`src/rtl/microwave_cook_sequencer.sv`:
```
// microwave_cook_sequencer: keypad time entry, BCD MM:SS countdown, start/pause/clear
// sequencing and power-level duty cycling of the magnetron.
// Ports:
//   clk, rstn                  clock, synchronous active-low reset
//   startn, stopn              active-low buttons, falling edge acts
//   clearn                     active-low level clear
//   door_closed                1 = door closed
//   key_valid, key_digit       keypad strobe and digit (>9 ignored)
//   power_sel                  power level 1..10 (0 or >10 means 10)
//   mins_tens..secs_ones       BCD display digits
//   cooking, magnetron_on      cook state flag, magnetron enable
//   timer_done                 one-cycle pulse on reaching 00:00
//   beep                       end-of-cook beeper
module microwave_cook_sequencer #(
    parameter int TICKS_PER_SEC = 100,
    parameter int POWER_WINDOW  = 10,
    parameter int BEEP_SECS     = 3
) (
    input  logic       clk,
    input  logic       rstn,
    input  logic       startn,
    input  logic       stopn,
    input  logic       clearn,
    input  logic       door_closed,
    input  logic       key_valid,
    input  logic [3:0] key_digit,
    input  logic [3:0] power_sel,
    output logic [3:0] mins_tens,
    output logic [3:0] mins_ones,
    output logic [3:0] secs_tens,
    output logic [3:0] secs_ones,
    output logic       cooking,
    output logic       magnetron_on,
    output logic       timer_done,
    output logic       beep
);
    localparam int TW = $clog2(TICKS_PER_SEC);
    localparam int WW = $clog2(POWER_WINDOW + 1);
    localparam int BW = $clog2(BEEP_SECS + 1);
    typedef enum logic [2:0] {IDLE, SET, COOK, PAUSE, DONE} state_t;
    state_t state, state_next;
    logic [TW-1:0] tick_cnt;
    logic [WW-1:0] win_cnt;
    logic [BW-1:0] beep_cnt;
    logic [3:0] power_q, power_in;
    logic [3:0] dmt, dmo, dst, dso;
    logic prev_startn, prev_stopn;
    logic start_edge, stop_edge, key_ok, wrap, zero_time, last_sec, secs_zero;
    always_comb begin
        start_edge = prev_startn & ~startn;
        stop_edge  = prev_stopn & ~stopn;
        key_ok     = key_valid && key_digit <= 4'd9;
        wrap       = tick_cnt == TW'(TICKS_PER_SEC - 1);
        zero_time  = {mins_tens, mins_ones, secs_tens, secs_ones} == 16'h0;
        last_sec   = {mins_tens, mins_ones, secs_tens} == 12'h0 && secs_ones == 4'd1;
        secs_zero  = secs_tens == 4'd0 && secs_ones == 4'd0;
        power_in   = (power_sel == 4'd0 || power_sel > 4'd10) ? 4'd10 : power_sel;
        // One-second BCD decrement with borrow into minutes; 00 seconds becomes 59
        dso = secs_ones != 4'd0 ? secs_ones - 4'd1 : 4'd9;
        dst = secs_ones != 4'd0 ? secs_tens : (secs_tens != 4'd0 ? secs_tens - 4'd1 : 4'd5);
        dmo = !secs_zero ? mins_ones : (mins_ones != 4'd0 ? mins_ones - 4'd1 : 4'd9);
        dmt = (!secs_zero || mins_ones != 4'd0) ? mins_tens : mins_tens - 4'd1;
    end
    always_ff @(posedge clk) begin
        if (!rstn) state <= IDLE;
        else       state <= state_next;
    end
    always_comb begin
        state_next = state;
        if (!clearn) state_next = IDLE;
        else begin
            case (state)
                IDLE:    state_next = (start_edge && door_closed) ? COOK : (key_ok ? SET : IDLE);
                SET:     state_next = stop_edge ? IDLE
                                    : (start_edge && door_closed && !zero_time) ? COOK : SET;
                COOK:    state_next = (!door_closed || stop_edge) ? PAUSE
                                    : (wrap && last_sec) ? DONE : COOK;
                PAUSE:   state_next = stop_edge ? IDLE : (start_edge && door_closed) ? COOK : PAUSE;
                DONE:    state_next = (start_edge || stop_edge || key_valid ||
                                       (wrap && beep_cnt == BW'(BEEP_SECS - 1))) ? IDLE : DONE;
                default: state_next = IDLE;
            endcase
        end
    end
    always_ff @(posedge clk) begin
        if (!rstn) begin
            {mins_tens, mins_ones, secs_tens, secs_ones} <= 16'h0;
            tick_cnt    <= '0;
            win_cnt     <= '0;
            beep_cnt    <= '0;
            power_q     <= 4'd10;
            prev_startn <= 1'b1;
            prev_stopn  <= 1'b1;
        end else begin
            prev_startn <= startn;
            prev_stopn  <= stopn;
            if (state_next == IDLE) begin
                {mins_tens, mins_ones, secs_tens, secs_ones} <= 16'h0;
                tick_cnt <= '0;
                win_cnt  <= '0;
                beep_cnt <= '0;
            end else if (state_next == COOK && state != COOK) begin
                power_q <= power_in;
                // Resuming from PAUSE keeps the partial second and window position
                if (state != PAUSE) begin
                    tick_cnt <= '0;
                    win_cnt  <= '0;
                end
                if (state == IDLE) {mins_tens, mins_ones, secs_tens, secs_ones} <= 16'h0030;
            end else if (state == COOK && state_next != PAUSE) begin
                tick_cnt <= wrap ? '0 : tick_cnt + TW'(1);
                if (wrap) begin
                    win_cnt <= win_cnt == WW'(POWER_WINDOW - 1) ? '0 : win_cnt + WW'(1);
                    if (!zero_time) {mins_tens, mins_ones, secs_tens, secs_ones} <= {dmt, dmo, dst, dso};
                end
            end else if (state == DONE) begin
                tick_cnt <= wrap ? '0 : tick_cnt + TW'(1);
                if (wrap) beep_cnt <= beep_cnt + BW'(1);
            end else if (key_ok && state_next == SET) begin
                {mins_tens, mins_ones, secs_tens, secs_ones} <= {mins_ones, secs_tens, secs_ones, key_digit};
            end
        end
    end
    always_comb begin
        cooking      = state == COOK;
        beep         = state == DONE;
        timer_done   = state == COOK && state_next == DONE;
        // window_cnt < power*WINDOW/10 rewritten without a divider
        magnetron_on = state == COOK &&
                       (32'(win_cnt) + 32'd1) * 32'd10 <= 32'(power_q) * 32'(POWER_WINDOW);
    end
endmodule

```
`config.mk`:
```
export PLATFORM = sky130hd
export DESIGN_NAME = microwave_cook_sequencer
export DESIGN_NICKNAME = d
export VERILOG_FILES = /design/src/rtl/microwave_cook_sequencer.sv
export SDC_FILE = /design/constraint.sdc
export NUM_CORES = 1
export LEC_CHECK = 0
export ABC_AREA = 1
export BUFFER_PORTS_ARGS = -buffer_cell sky130_fd_sc_hd__buf_2
export CORE_MARGIN = 4
export CORE_UTILIZATION = 30
export CTS_BUF_LIST = sky130_fd_sc_hd__clkbuf_16
export CTS_CLUSTER_DIAMETER = 120
export CTS_CLUSTER_SIZE = 8
export DETAILED_ROUTE_END_ITERATION = 12
export GPL_TIMING_DRIVEN = 0
export SETUP_SLACK_MARGIN = 0.02
export SYNTH_ARGS = -nofsm -noshare
export SYNTH_HDL_FRONTEND = slang
export SYNTH_SLANG_ARGS = --single-unit
```
`constraint.sdc`:
```
create_clock -name clk -period 8.35 [get_ports clk]
set_clock_uncertainty 0.2 [all_clocks]
set_input_delay 1.67 -clock clk [delete_from_list [all_inputs] [get_ports clk]]
set_output_delay 1.67 -clock clk [all_outputs]
set_load 0.05 [all_outputs]
```
==> summary.txt <==
Outcome
  – Status: finished, final reports clean

Clock network
  – Post-CTS sizing: 0
  – CTS Root Buffer Type: clkbuf_16
  – Clk slew on worst S/H paths: 50 ps
  – Clock sink total: 38
  – Post-CTS Hold Fix Bufs: 0
  – Worst skew pair latency: 280 ps
  – Num CTS Buffers: 5
  – CTS Buffer Depth: 2
  – CTS tree: done
  – Number of setup buffers added after CTS: 0
  – H-tree Lvls: 2

Place
  – Buffers on Ports: 34
  – Cells after DPL: 619
  – Gpl congestion: 0.9119
  – Dpl hpwl: 6088 um
  – Placed inst area: 3292 um2

Critical path
  – FF-to-FF Start: mins_tens[0]
  – Launch point of the critical path: win_cnt[0]
  – Slowest stage delay, CP: between 400 and 500 ps
  – Crit path DAT: 3430 ps
  – CP required: 6480 ps
  – Worst R2R Setup Slack: 5630 ps
  – Peak fanout along the critical path: 7
  – Setup crit end kind: output pin
  – Crit path launch type: flip-flop
  – Most frequent CP cell: ha_1
  – Crit-path cells: nand3_1 > xnor2_1 > ha_1 > ha_1 > inv_1 > fa_1 > inv_1 > ha_1 > a21oi_1 > o21ai_0 > nand3_1 > a21oi_1 > a2111oi_0 > buf_2
  – Slowest stage cell, crit path: dfxtp_1
  – Worst Path Class, Setup: reg2out

Pwr
  – Reg power frac: 0.410
  – VDD IR-drop max: 0.00007281 V
  – Clock power frac: 0.392
  – Power density over the cells: ~130 nW/um2
  – Sw Ratio: 0.3013
  – Comb power frac: 0.199
  – Overall power: 0.0004622 W
  – Cell-internal power: 0.0003229 W
  – Leak: 1.591 nW
  – NetSw: ~0.00014 W

Synthesis
  – Mux cell area share after synthesis: 0
  – Post-synth top area cell: dfxtp_1
  – Sequential area share after synthesis: 0.2570
  – Mean Syn Cell Area: roughly 6.5 um2
  – Ys async rst share: 0
  – Post-synthesis simple-gate area fraction: 0.4032
  – Library cells used by synthesis: 40
  – Syn nets: 495
  – Top FF cell, synth: dfxtp_1
  – Netlist Area Pre-Place: between 2000 and 3000 um2
  – Yosys reg bits: 38
  – Top cell type's share of synthesized area: 0.2570
  – Synth Area in Adders: 0.1065
  – XOR/XNOR Fraction of Synth Area: 0.02071
  – Warnings, synthesis: 0
  – Synth Instances: 456
  – Largest family of logic cells by synthesized area: simple AND/OR/NAND/NOR gates
  – Synth top area cells: dfxtp_1 (26%), nand2_1 (12%), nor2_1 (9.8%), ha_1 (9.3%), nand3_1 (7.8%)
  – Post-synth EDFFs: 0
  – Compound-Gate Fraction of Synth Area: 0.1281

STA
  – Final Critical Period: 5296 ps
  – RSZ-0062 raised after global routing: false
  – Final hold viol count: 0
  – Final max-slew violation count: 0
  – Setup TNS: 0 ps
  – Slew @ Worst Pin: 661.4 ps
  – Fmax achieved: 188.8 MHz
  – Period utilization: 0.6342
  – Slew headroom: 0.5577
  – Final setup viols: 0

Drt
  – Vias/cell: 4.778
  – DRT Pass-1 Iters: 5
  – Residual DRC count: 0
  – DR iter-0 viols: between 200 and 250
  – WL final: between 7000 and 8000 um
  – Routed wire per std cell: 12.38 um
  – Via count: 2996
  – Final ANT Viol Nets: 0

Cells and area
  – Area delta synth->final: 15.85%
  – Commonest cells after routing, fill and taps aside: nand2_1 (92), nor2_1 (77), inv_1 (50), nand3_1 (46)
  – Final nets: 536
  – Share of cells above drive strength 1: 0.1566
  – Final Non-Filler Cells: 627
  – Number of fill cells in the layout: 1044
  – Most common cell after layout, fill and taps aside: nand2_1
  – Ant. Diodes: 0
  – Post-route cell area: 3430 um2

Global routing
  – Largest net degree at the start of global routing: 12
  – First-pass GRT wire length: about 13000 um
  – Antenna violations before repair: 0
  – Vias in the first global route: 2831
  – Gr ovfl total: 0
  – Total global routing track utilization: 0.1374

Flow run
  – Max Cap Viol: 0

Hold path
  – Hold path start: beep_cnt[0]
  – Worst hold path type: reg2reg

Floorplanning
  – Die Height: between 100 and 150 um
  – Core ar.: between 9000 and 10000 um2
  – DIE WIDTH: 107.3 um
  – Die area: 11520 um2
  – Initial core utilization: 0.3144
  – Cell Rows: 35
  – Ports: 35
power groups by stage:
stage	logic (W)	clock network, W	registers, W
CTS	0.0000919	0.000187	0.000189
global placement	0.0000898	0	0.000193
detailed placement	0.0000915	0	0.000193
finish	0.0000918	0.000181	0.000189
floorplan	0.0000623	0	0.000198
global route	0.000103	0.000195	0.000190
metal layers:
layer	vias up	GRT usage	part of all wire
li1	1572	-	-
met1	1359	0.1753	0.47
met2	58	0.2391	0.48
met3	7	0.02340	0.043
met4	0	0.03607	0.011
met5	-	0	0
path summary, 6_finish.rpt:
path | endpoint | cells past startpoint
setup / recovery | magnetron_on | 14
hold / removal | beep_cnt[0] | 1
setup reg to reg | secs_ones[3] | 13
hold reg to reg | beep_cnt[0] | 1
through the flow:
stage	setup WS, ps	hold WS, ps	utilization
5_1_grt	2822	298.0	0.3643
3_3_place_gp	3404	231.9	0.3496
2_1_floorplan	1780	222.1	-
4_1_cts	3013	269.8	0.3643
6_report	3054	262.2	0.3643
3_5_place_dp	3327	254.3	0.3496
cells by family (layout without fill, tap and decap cells):
kind of cell | Yosys count | count (layout)
flops | 38 | 38
simple gates | 259 | 259
buf+inv | 61 | 103
fa+ha+maj | 24 | 24
compound gates | 67 | 67
xor+xnor | 7 | 7
worst max-delay path, delay by kind of cell, from the launching register on:
| kind | cells | cell delay (ps) |
|---|---|---|
| DFF | 1 | 460 |
| xor gates and xnor gates | 1 | 300 |
| buffers and inverters | 3 | 470 |
| and+or+nand+nor | 2 | 190 |
| AOI/OAI and AO/OA | 4 | 550 |
| adders and majority gates | 4 | 1160 |
synth_stat cells, types with 2 or more instances:
cell,instances
nand2_1,92
or2_2,4
nor2_2,5
inv_1,49
nand4_1,6
inv_2,5
nand3_2,4
buf_2,2
o211ai_1,3
nor3_1,7
dfxtp_1,38
nor2_1,77
nand3b_1,3
fa_1,2
o21ai_0,18
nand3_1,46
clkbuf_1,2
nand2_2,7
xnor2_1,6
a21oi_1,38
ha_1,22
buf_6,2
registers in the layout (all words and copies together) (netlist names):
signal and count:
secs_ones 4, state 3, tick_cnt 7, prev_stopn 1, beep_cnt 2, win_cnt 4, power_q 4, mins_tens 4
mins_ones 4, prev_startn 1, secs_tens 4
layout make-up:
cell class,instances,area [um2],area share
Multi-Input combinational cell,357,1949,0.5684
Clock inverter,3,12.51,0.003648
Clock buffer,5,125.1,0.03648
Tap cell,129,161.4,0.04706
Sequential cell,38,760.7,0.2218
Inverter,54,202.7,0.05910
Timing Repair Buffer,34,170.2,0.04962
Buffer,7,47.55,0.01386
(Power assumes the default switching activity.)
